===== src/rtl/enc_4_2_queued.sv =====
// Clocked 4-to-2 request encoder with pending capture register and valid/ready output stage.
// Optional rotating priority when ENC_4_2_ROUND_ROBIN_EN is defined; fixed priority otherwise.
module enc_4_2_queued #(
    parameter int unsigned PRIO_HIGH = 1
) (
    input  logic       clk,
    input  logic       rst_n,
    input  logic [3:0] a,
    input  logic       EN,
    output logic [1:0] OUT,
    output logic       out_valid,
    input  logic       out_ready,
    output logic       busy
);

    localparam int unsigned N  = 4;
    localparam int unsigned IW = 2;
    localparam logic [IW-1:0] TOP_IDX = (PRIO_HIGH != 0) ? IW'(N - 1) : IW'(0);

    typedef enum logic {
        EMPTY = 1'b0,
        HOLD  = 1'b1
    } state_t;

    state_t        state_q, state_d;
    logic [N-1:0]  pending_q, pending_d;
    logic [N-1:0]  load_mask;
    logic [IW-1:0] out_q, out_d;
    logic          out_valid_q, out_valid_d;
    logic          busy_q, busy_d;
    logic [IW-1:0] start;
    logic [IW-1:0] sel;
    logic [IW-1:0] idx;
    logic          found;
    logic          load;

`ifdef ENC_4_2_ROUND_ROBIN_EN
    // ptr_q holds the index where the next search begins
    logic [IW-1:0] ptr_q, ptr_d;
    assign start = ptr_q;
`else
    assign start = TOP_IDX;
`endif

    // Priority search over pending, walking away from start in the PRIO_HIGH direction
    always_comb begin
        sel   = '0;
        idx   = '0;
        found = 1'b0;
        for (int i = 0; i < int'(N); i++) begin
            idx = (PRIO_HIGH != 0) ? (start - IW'(i)) : (start + IW'(i));
            if (!found && pending_q[idx]) begin
                sel   = idx;
                found = 1'b1;
            end
        end
    end

    // Next-state and output stage logic
    always_comb begin
        state_d   = state_q;
        out_d     = out_q;
        load      = ((state_q == EMPTY) || out_ready) && found;
        load_mask = load ? (N'(1) << sel) : '0;
        pending_d = (pending_q & ~load_mask) | (EN ? a : '0);
`ifdef ENC_4_2_ROUND_ROBIN_EN
        ptr_d     = ptr_q;
`endif
        if (load) begin
            out_d   = sel;
            state_d = HOLD;
`ifdef ENC_4_2_ROUND_ROBIN_EN
            ptr_d   = (PRIO_HIGH != 0) ? (sel - IW'(1)) : (sel + IW'(1));
`endif
        end else if ((state_q == HOLD) && out_ready) begin
            state_d = EMPTY;
        end
        out_valid_d = (state_d == HOLD);
        busy_d      = (|pending_d) | out_valid_d;
    end

    always_ff @(posedge clk or negedge rst_n) begin
        if (!rst_n) begin
            state_q     <= EMPTY;
            pending_q   <= '0;
            out_q       <= '0;
            out_valid_q <= 1'b0;
            busy_q      <= 1'b0;
`ifdef ENC_4_2_ROUND_ROBIN_EN
            ptr_q       <= TOP_IDX;
`endif
        end else begin
            state_q     <= state_d;
            pending_q   <= pending_d;
            out_q       <= out_d;
            out_valid_q <= out_valid_d;
            busy_q      <= busy_d;
`ifdef ENC_4_2_ROUND_ROBIN_EN
            ptr_q       <= ptr_d;
`endif
        end
    end

    assign OUT       = out_q;
    assign out_valid = out_valid_q;
    assign busy      = busy_q;

endmodule


===== config.mk =====
export PLATFORM = sky130hd
export DESIGN_NAME = enc_4_2_queued
export DESIGN_NICKNAME = d
export VERILOG_FILES = /design/src/rtl/enc_4_2_queued.sv
export SDC_FILE = /design/constraint.sdc
export NUM_CORES = 1
export LEC_CHECK = 0
export BUFFER_PORTS_ARGS = -buffer_cell sky130_fd_sc_hd__buf_2
export CAP_MARGIN = 10
export CORE_AREA = 5 5 42 44
export DETAILED_ROUTE_END_ITERATION = 12
export DIE_AREA = 0 0 47 49
export GPL_ROUTABILITY_DRIVEN = 0
export MAX_ROUTING_LAYER = met4
export PLACE_DENSITY = 0.54
export SETUP_SLACK_MARGIN = 0.3
export SYNTH_ARGS = -nofsm -noshare
export SYNTH_HDL_FRONTEND = slang
export SYNTH_SLANG_ARGS = --single-unit

===== constraint.sdc =====
create_clock -name clk -period 0.9 [get_ports clk]
set_clock_uncertainty 0.05 [all_clocks]
set_input_delay 0.18 -clock clk [delete_from_list [all_inputs] [get_ports clk]]
set_output_delay 0.18 -clock clk [all_outputs]
set_load 0.005 [all_outputs]

# Yosys cells after proc, flatten, opt, wreduce, memory -nomap -nowiden

Index checks and enable logic that the tools add are counted.

Register bits: 8
Logic and storage cells: 32
Output and inout bits: 4
Bits of input ports: 8

Bitwise gates (word level): 5
Shift operators: 1
Mux-type cells: 12
Reduce and logical (&&, ||, !) cells: 10

Operator list:

| operator                                         | number |
|---|---|
| 2-to-1 mux 2 bit                                 | 4 |
| 2-to-1 mux 4 bit                                 | 2 |
| 2-to-1 mux 1 bit                                 | 6 |
| logical AND 1 bit                                | 5 |
| AND 4 bit                                        | 1 |
| inverter 4 bit                                   | 1 |
| OR 4 bit                                         | 1 |
| OR reduction 4 bit                               | 1 |
| left shift 1 x 2 -> 4 bit (first input constant) | 1 |
| logical NOT 1 bit                                | 3 |
| logical OR 1 bit                                 | 1 |
| inverter 1 bit                                   | 1 |
| OR 1 bit                                         | 1 |

# Logic depth before layout (Yosys ltp)

Gate-level depths: netlist of the first run.

Word-level depth: 17
Mapped depth: 3
Depth with buffers taken out: 3

# Worst setup path after synthesis of the first run

Ideal clock, no wire load.

Path kind: reg-to-reg
From: register state_q
To: register pending_q[1]
Data arrival time: 0.810 ns
Cell stages (with the launch flop): 4
Path slack: -0.092 ns
Period minus slack after synthesis: 0.992 ns
Data required time: 0.718 ns
Setup time: 0.132 ns
Path buffers: 0
Cells stage by stage: dfrtp_1 nor2b_4 nor3_1 o21ai_0

Cells in the longest elaborated chain, start to end: 7

Ends and longest elaborated chain:

| what                   | RTL line | RTL |
|---|---|---|
| start, declared        | 25       | `state_t state_q, state_d;` |
| start signal, assigned | 93       | `state_q <= state_d;` |
| inverter 1 bit         | 63       | `load = ((state_q == EMPTY) \|\| out_ready) && found;` |
| logical OR 1 bit       | 63       |  |
| logical AND 1 bit      | 63       |  |
| 2-to-1 mux 4 bit       | 64       | `load_mask = load ? (N'(1) << sel) : '0;` |
| inverter 4 bit         | 65       | `pending_d = (pending_q & ~load_mask) \| (EN ? a : '0);` |
| AND 4 bit              | 65       |  |
| OR 4 bit               | 65       |  |
| named net pending_d[1] | 26       | `logic [N-1:0] pending_q, pending_d;` |
| end signal, assigned   | 94       | `pending_q <= pending_d;` |
| end, declared          | 26       |  |

The timed path passes the listed nets, and every way through them passes these cells.
A chain may end at the register's enable or synchronous reset.

# Worst setup path in the final report of the first run

From: register pending_q[2]
To: register pending_q[0]

Cells in the longest elaborated chain, start to end: 13
Elaborated cells on any way between the ends: 17
Classes of those cells: shift (1); mux (7); bitwise (3); reduce/logical (6)

Ends and longest elaborated chain:

| what                                                           | RTL line | RTL |
|---|---|---|
| logical AND 1 bit *                                            | 52       | `if (!found && pending_q[idx]) begin` |
| 2-to-1 mux 1 bit                                               | 52       |  |
| logical NOT 1 bit                                              | 52       |  |
| logical AND 1 bit                                              | 52       |  |
| 2-to-1 mux 1 bit                                               | 52       |  |
| logical NOT 1 bit                                              | 52       |  |
| logical AND 1 bit                                              | 52       |  |
| 2-to-1 mux 2 bit or 2-to-1 mux 1 bit (tied branches)           | 52       |  |
| left shift 1 x 2 -> 4 bit or logical AND 1 bit (tied branches) | 64, 63   |  |
| 2-to-1 mux 4 bit *                                             | 64       |  |
| inverter 4 bit *                                               | 65       |  |
| AND 4 bit *                                                    | 65       |  |
| OR 4 bit *                                                     | 65       |  |
| named net pending_d[0]                                         | 26       |  |

Mark *: on every way through the listed nets, which the timed path passes. The rest lies on a longest branch.

==> results_dict.tcl, run 1 <==
set metrics [dict create \
    initial_core_util_pct 24.20 \
    synth_seq_cells 8 \
    die_area_um2 2303 \
    cap_viol_max_count 0 \
    power_uw 920.5 \
    switching_power_uw 239.0 \
    clkPwrFrac_pct 29.2 \
    violations "negative setup slack" \
    seqPwrFrac_pct 48.8 \
    synthArstFlopShare_pct 100.0 \
    maxSlewViolCount 0 \
    die_h_um 49 \
    fillerInstances 155 \
    routed_wl_um 747 \
    wl_per_cell_um 10.83 \
    firstDrtPassIters 4 \
    drtIter0Drc 3 \
    cts_tree "built" \
    status "complete, but fails checks" \
    die_w_um 47 \
    power_density_nw_per_um2 1781 \
    synth.area.mux_share_pct 0 \
    finalCriticalPeriod_ns 1.044 \
    clock_path_buffers 2 \
    netSwitchingFraction_pct 25.96 \
    start_kind "flip-flop" \
    rsz0062_at_grt "true" \
    rrSetupSlack_ns -0.14 \
    placed_cell_area_um2 441.7 \
    synthCells 32 \
    synth_largest_area_cell "dfrtp_1" \
    max_slew_margin_pct 80.04 \
    synth_top_family_by_area "compound AO/OA/AOI/OAI gates" \
    ir_drop_v 0.0009289 \
    setup_viol 11 \
    grt_max_degree 9 \
    setup_ws_ns -0.1439 \
    final_layout_size_suffix_gt1_share_pct 50.94 \
    cts_buffers 3 \
    p_int_uw 681.5 \
    vias 317 \
    crit_start "pending_q[2]$_DFF_PN0_" \
    area_growth_syn_to_layout_pct 52.40 \
    synth_xor_area_share_pct 0 \
    viasPerCell 4.594 \
    grt_usage_pct 8.206 \
    cts.sinks 8 \
    synthAdderAreaFrac_pct 0 \
    netlist_top_cells_area "dfrtp_1, nand2_1, o21ai_0, o41ai_2, nor2b_4" \
    synth_compound_area_share_pct 19.93 \
    hold_viol 0 \
    clk_latency_ns 0.25 \
    synth_top_area_share_pct 59.04 \
    io_buffers 11 \
    yosys_warnings 0 \
    final_area_um2 516.7 \
    core_area_um2 1401 \
    avgSynthCellArea_um2 10.60 \
    placementRows 14 \
    crit-reg2reg-launch "pending_q[2]$_DFF_PN0_" \
    hold_class "in2reg" \
    diodes 0 \
    root_buffer "clkbuf_4" \
    overflow 0 \
    synth.cell_area_um2 339.1 \
    drtAntennaViolNets 0 \
    ys_seq_area_share_pct 59.04 \
    hold_path_depth 3 \
    cp-endpoint "pending_q[0]$_DFF_PN0_" \
    antenna_found_initial 0 \
    min_period_over_period_pct 116.0 \
    place_hpwl_um 567.2 \
    htreeDepth 1 \
    ioPinCount 12 \
    path_clk_slew_ns 0.05 \
    crit_fanout 5 \
    arrival_ns 1.12 \
    grt_pass1_wl_um 1317 \
    synth_cell_types 13 \
    drc 0 \
    syn_nets 40 \
    tightest_slew_ns 0.2955 \
    ys_dominant_reg_cell "dfrtp_1" \
    grt_pass1_vias 310 \
    leakage_nw 0.2424 \
    end_kind "flip-flop" \
    synth-simple-area-share_pct 19.93 \
    combPwrFrac_pct 21.9 \
    rr_worst_depth 2 \
    tns_ns -0.7026 \
    holdWs_ns 0.09384 \
    fin_util_pct 36.88 \
    max_freq_mhz 958.0 \
    r2r-end "pending_q[0]$_DFF_PN0_" \
    critPathKind "reg2reg" \
    synth_edf_count 0 \
    required_ns 0.98 \
    layout.nets 63 \
]
[Yosys cell counts (3+ instances only)]
| library cell | n |
|---|---|
| nand2_1 | 7 |
| nor2_1 | 3 |
| o21ai_0 | 5 |
| dfrtp_1 | 8 |
[metal layers]
metal  track usage [%]  vias up  share of wire [%]
li1                  -      157                  -
met1             11.19      142                 47
met2             9.502       16                 40
met3             5.535        2                 12
met4             2.765        0               0.54
met5                 -        -                  0
[cell usage in the layout, fill, tap and decap left out, drive strengths merged]
cell         instances
buf                 17
o21bai               1
o21ai                5
nand2                7
clkbuf               3
dlygate4sd3          1
dfrtp                8
inv                  1
o41ai                2
nor2                 3
nor2b                2
a22o                 1
nor3                 1
nand3                1
[flip-flops by register name, indices dropped and copies added, names as in the netlist]
signal     flops
busy           1
state_q        1
pending_q      4
OUT            2
[kinds of logic after synthesis]
logic type             Yosys count
AO/OA/AOI/OAI                    9
buffers and inverters            1
flip-flops                       8
AND/OR/NAND/NOR                 14
[critical path, stage by stage (launching register included)]
cell and delay, ns:
dfrtp_2 0.45, o41ai_2 0.34, nand2_1 0.09
[cell type report]
type,count,area [µm²],area share (%)
repair buffers,18,117.6,22.76
multi-input cells,23,150.1,29.06
clock buffers,3,22.52,4.358
flip-flops and latches,8,202.7,39.23
well taps,16,20.02,3.874
inverters,1,3.754,0.7264
[per-stage QoR]
stage          setup WS (ns)  cells
2_1_floorplan       -0.08039     32
3_3_place_gp         -0.1157     62
3_5_place_dp         -0.1230     62
4_1_cts              -0.1315     68
5_1_grt              -0.1647     69
6_report             -0.1439     69
[how the worst min path moves through the flow]
stage	from	slack [ns]	end
6_report	a[2]	0.09	pending_q[2]$_DFF_PN0_
5_1_grt	a[2]	0.11	pending_q[2]$_DFF_PN0_
4_1_cts	a[0]	0.09	pending_q[0]$_DFF_PN0_
3_5_place_dp	rst_n	-0.02	pending_q[2]$_DFF_PN0_
3_3_place_gp	rst_n	-0.02	pending_q[2]$_DFF_PN0_
2_1_floorplan	rst_n	-0.17	OUT[0]$_DFFE_PN0P_
[power groups by stage]
stage / clock network (mW) / registers, mW / logic [mW]
finish: 0.269 / 0.450 / 0.202
global route: 0.302 / 0.456 / 0.225
CTS: 0.282 / 0.449 / 0.190
detailed placement: 0 / 0.450 / 0.149
global placement: 0 / 0.450 / 0.147
floorplan: 0 / 0.446 / 0.0709
[timing repair]
item                                    CTS  global route
setup buffers                             2             1
endpoints found under the hold margin     8             0
pin swaps                                 1             0
resized for setup                         6             1
hold buffers                              1             0
endpoints found under the setup margin   12            12
Note: power is estimated with default switching activity, not from simulation.
==> inputs of run 2 (changes only) <==
Settings changed: GPL_ROUTABILITY_DRIVEN 0 to not set, REMOVE_ABC_BUFFERS set to 1.
==> results_dict.tcl, run 2 (synthesized netlist as in run 1, its figures left out) <==
set metrics [dict create \
    status "complete, but fails checks" \
    violations "negative setup slack" \
    placementRows 14 \
    die_h_um 49 \
    tightest_slew_ns 0.3382 \
    overflow 0 \
    cap_viol_max_count 0 \
    leakage_nw 0.2480 \
    switching_power_uw 245.0 \
    setup_ws_ns -0.1301 \
    hold_end "pending_q[0]$_DFF_PN0_" \
    viasPerCell 4.314 \
    wl_per_cell_um 10.60 \
    critPathKind "reg2reg" \
    io_buffers 11 \
    end_kind "flip-flop" \
    maxSlewViolCount 0 \
    p_int_uw 689.6 \
    antenna_found_initial 0 \
    slowest_stage "dfrtp_2" \
    register_area_um2 202.7 \
    die_area_um2 2303 \
    required_ns 0.98 \
    final_layout_size_suffix_gt1_share_pct 55.56 \
    crit_fanout 3 \
    max_freq_mhz 970.8 \
    area_growth_syn_to_layout_pct 57.20 \
    clock_path_buffers 2 \
    gp_congestion 0.6675 \
    layout.nets 64 \
    cts_tree "built" \
    power_uw 934.5 \
    initial_core_util_pct 24.20 \
    crit-reg2reg-launch "pending_q[2]$_DFF_PN0_" \
    holdWs_ns 0.1022 \
    vias 302 \
    hold_path_depth 3 \
    top_register "pending_q" \
    hold_class "in2reg" \
    core_area_um2 1401 \
    ir_drop_v 0.0005833 \
    firstDrtPassIters 2 \
    diodes 0 \
    clkPwrFrac_pct 28.2 \
    combPwrFrac_pct 23.7 \
    cts.sinks 8 \
    largest_reg_flops 4 \
    root_buffer "clkbuf_4" \
    grt_pass1_wl_um 1138 \
    rrSetupSlack_ns -0.13 \
    clk_latency_ns 0.25 \
    drc 0 \
    finalCriticalPeriod_ns 1.030 \
    routed_wl_um 742 \
    htreeDepth 1 \
    grt_usage_pct 7.335 \
    drtIter0Drc 4 \
    fillerInstances 152 \
    drtAntennaViolNets 0 \
    netSwitchingFraction_pct 26.21 \
    ioPinCount 12 \
    max_slew_margin_pct 77.16 \
    grt_max_degree 9 \
    critPathMaxStageDelay_ns 0.44 \
    cts_buffers 3 \
    seqPwrFrac_pct 48.2 \
    final_common_cell "buf_2" \
    r2r-end "pending_q[0]$_DFF_PN0_" \
    hold_viol 0 \
    path_clk_slew_ns 0.05 \
    rr_worst_depth 2 \
    min_from "a[0]" \
    power_density_nw_per_um2 1753 \
    mostFrequentLayoutCells "buf_2, nand2_1, dfrtp_1, o21ai_1, buf_4" \
    die_w_um 47 \
    setup_viol 11 \
    arrival_ns 1.11 \
    multi_input_area_um2 155.1 \
    min_period_over_period_pct 114.5 \
    rsz0062_at_grt "true" \
    crit_chain "o41ai_2 > nand2_1" \
    grt_pass1_vias 272 \
    start_kind "flip-flop" \
]
[run 2: timing repair]
item | CTS | global route
pin swaps | 1 | 3
hold endpoints to repair | 8 | 0
hold buffers | 1 | 0
resized for setup | 3 | 12
setup endpoints to repair | 12 | 12
buffers inserted | 2 | 1
[run 2: layout make-up]
| cell class | count | share of cell area, % |
|---|---|---|
| sequential | 8 | 38.03 |
| multi-input combinational | 23 | 29.11 |
| timing repair buffer | 19 | 24.18 |
| clock buffer | 3 | 4.225 |
| tap | 16 | 3.756 |
| inverter | 1 | 0.7042 |
[run 2: how the worst max path moves through the flow]
stage                                start  slack, ns                      to  cells after the start
floorplan                state_q$_DFF_PN0_      -0.09  pending_q[1]$_DFF_PN0_                      3
global placement         state_q$_DFF_PN0_      -0.12  pending_q[1]$_DFF_PN0_                      3
detailed placement       state_q$_DFF_PN0_      -0.15          busy$_DFF_PN0_                      3
CTS                 pending_q[2]$_DFF_PN0_      -0.11  pending_q[0]$_DFF_PN0_                      2
global route        pending_q[2]$_DFF_PN0_      -0.19  pending_q[0]$_DFF_PN0_                      2
finish              pending_q[2]$_DFF_PN0_      -0.13  pending_q[0]$_DFF_PN0_                      2
[run 2: layer usage]
layer	global-route usage, %	routed length [µm]	vias to the layer above
met5	-	0	-
met3	3.321	80	4
li1	-	-	158
met2	8.371	303	13
met1	9.620	344	127
met4	5.530	14	0
[run 2: stage by stage]
stage / cells / cell area (µm²) / worst slack, ns / utilization [%] / setup TNS (ns)
6_report: 70 / 533.0 / -0.1301 / 38.04 / -0.6742
5_1_grt: 70 / 533.0 / -0.1857 / 38.04 / -1.201
4_1_cts: 69 / 500.5 / -0.1114 / 35.71 / -0.8517
3_5_place_dp: 63 / 444.2 / -0.1529 / 31.70 / -0.6370
3_3_place_gp: 63 / 444.2 / -0.1167 / 31.70 / -0.5791
2_1_floorplan: 32 / 339.1 / -0.09156 / - / -0.3124
[run 2: power by group through the flow]
| stage | logic (mW) | registers, mW | clock network, mW |
|---|---|---|---|
| 3_3_place_gp | 0.155 | 0.445 | 0 |
| 6_report | 0.221 | 0.450 | 0.263 |
| 4_1_cts | 0.188 | 0.440 | 0.281 |
| 3_5_place_dp | 0.154 | 0.446 | 0 |
| 2_1_floorplan | 0.0672 | 0.445 | 0 |
| 5_1_grt | 0.243 | 0.456 | 0.299 |
[run 2: critical path: cells and delay by family (launching register included)]
family | cells | cell delay, ns
AOI/OAI and AO/OA | 1 | 0.33
DFF | 1 | 0.44
and+or+nand+nor | 1 | 0.09
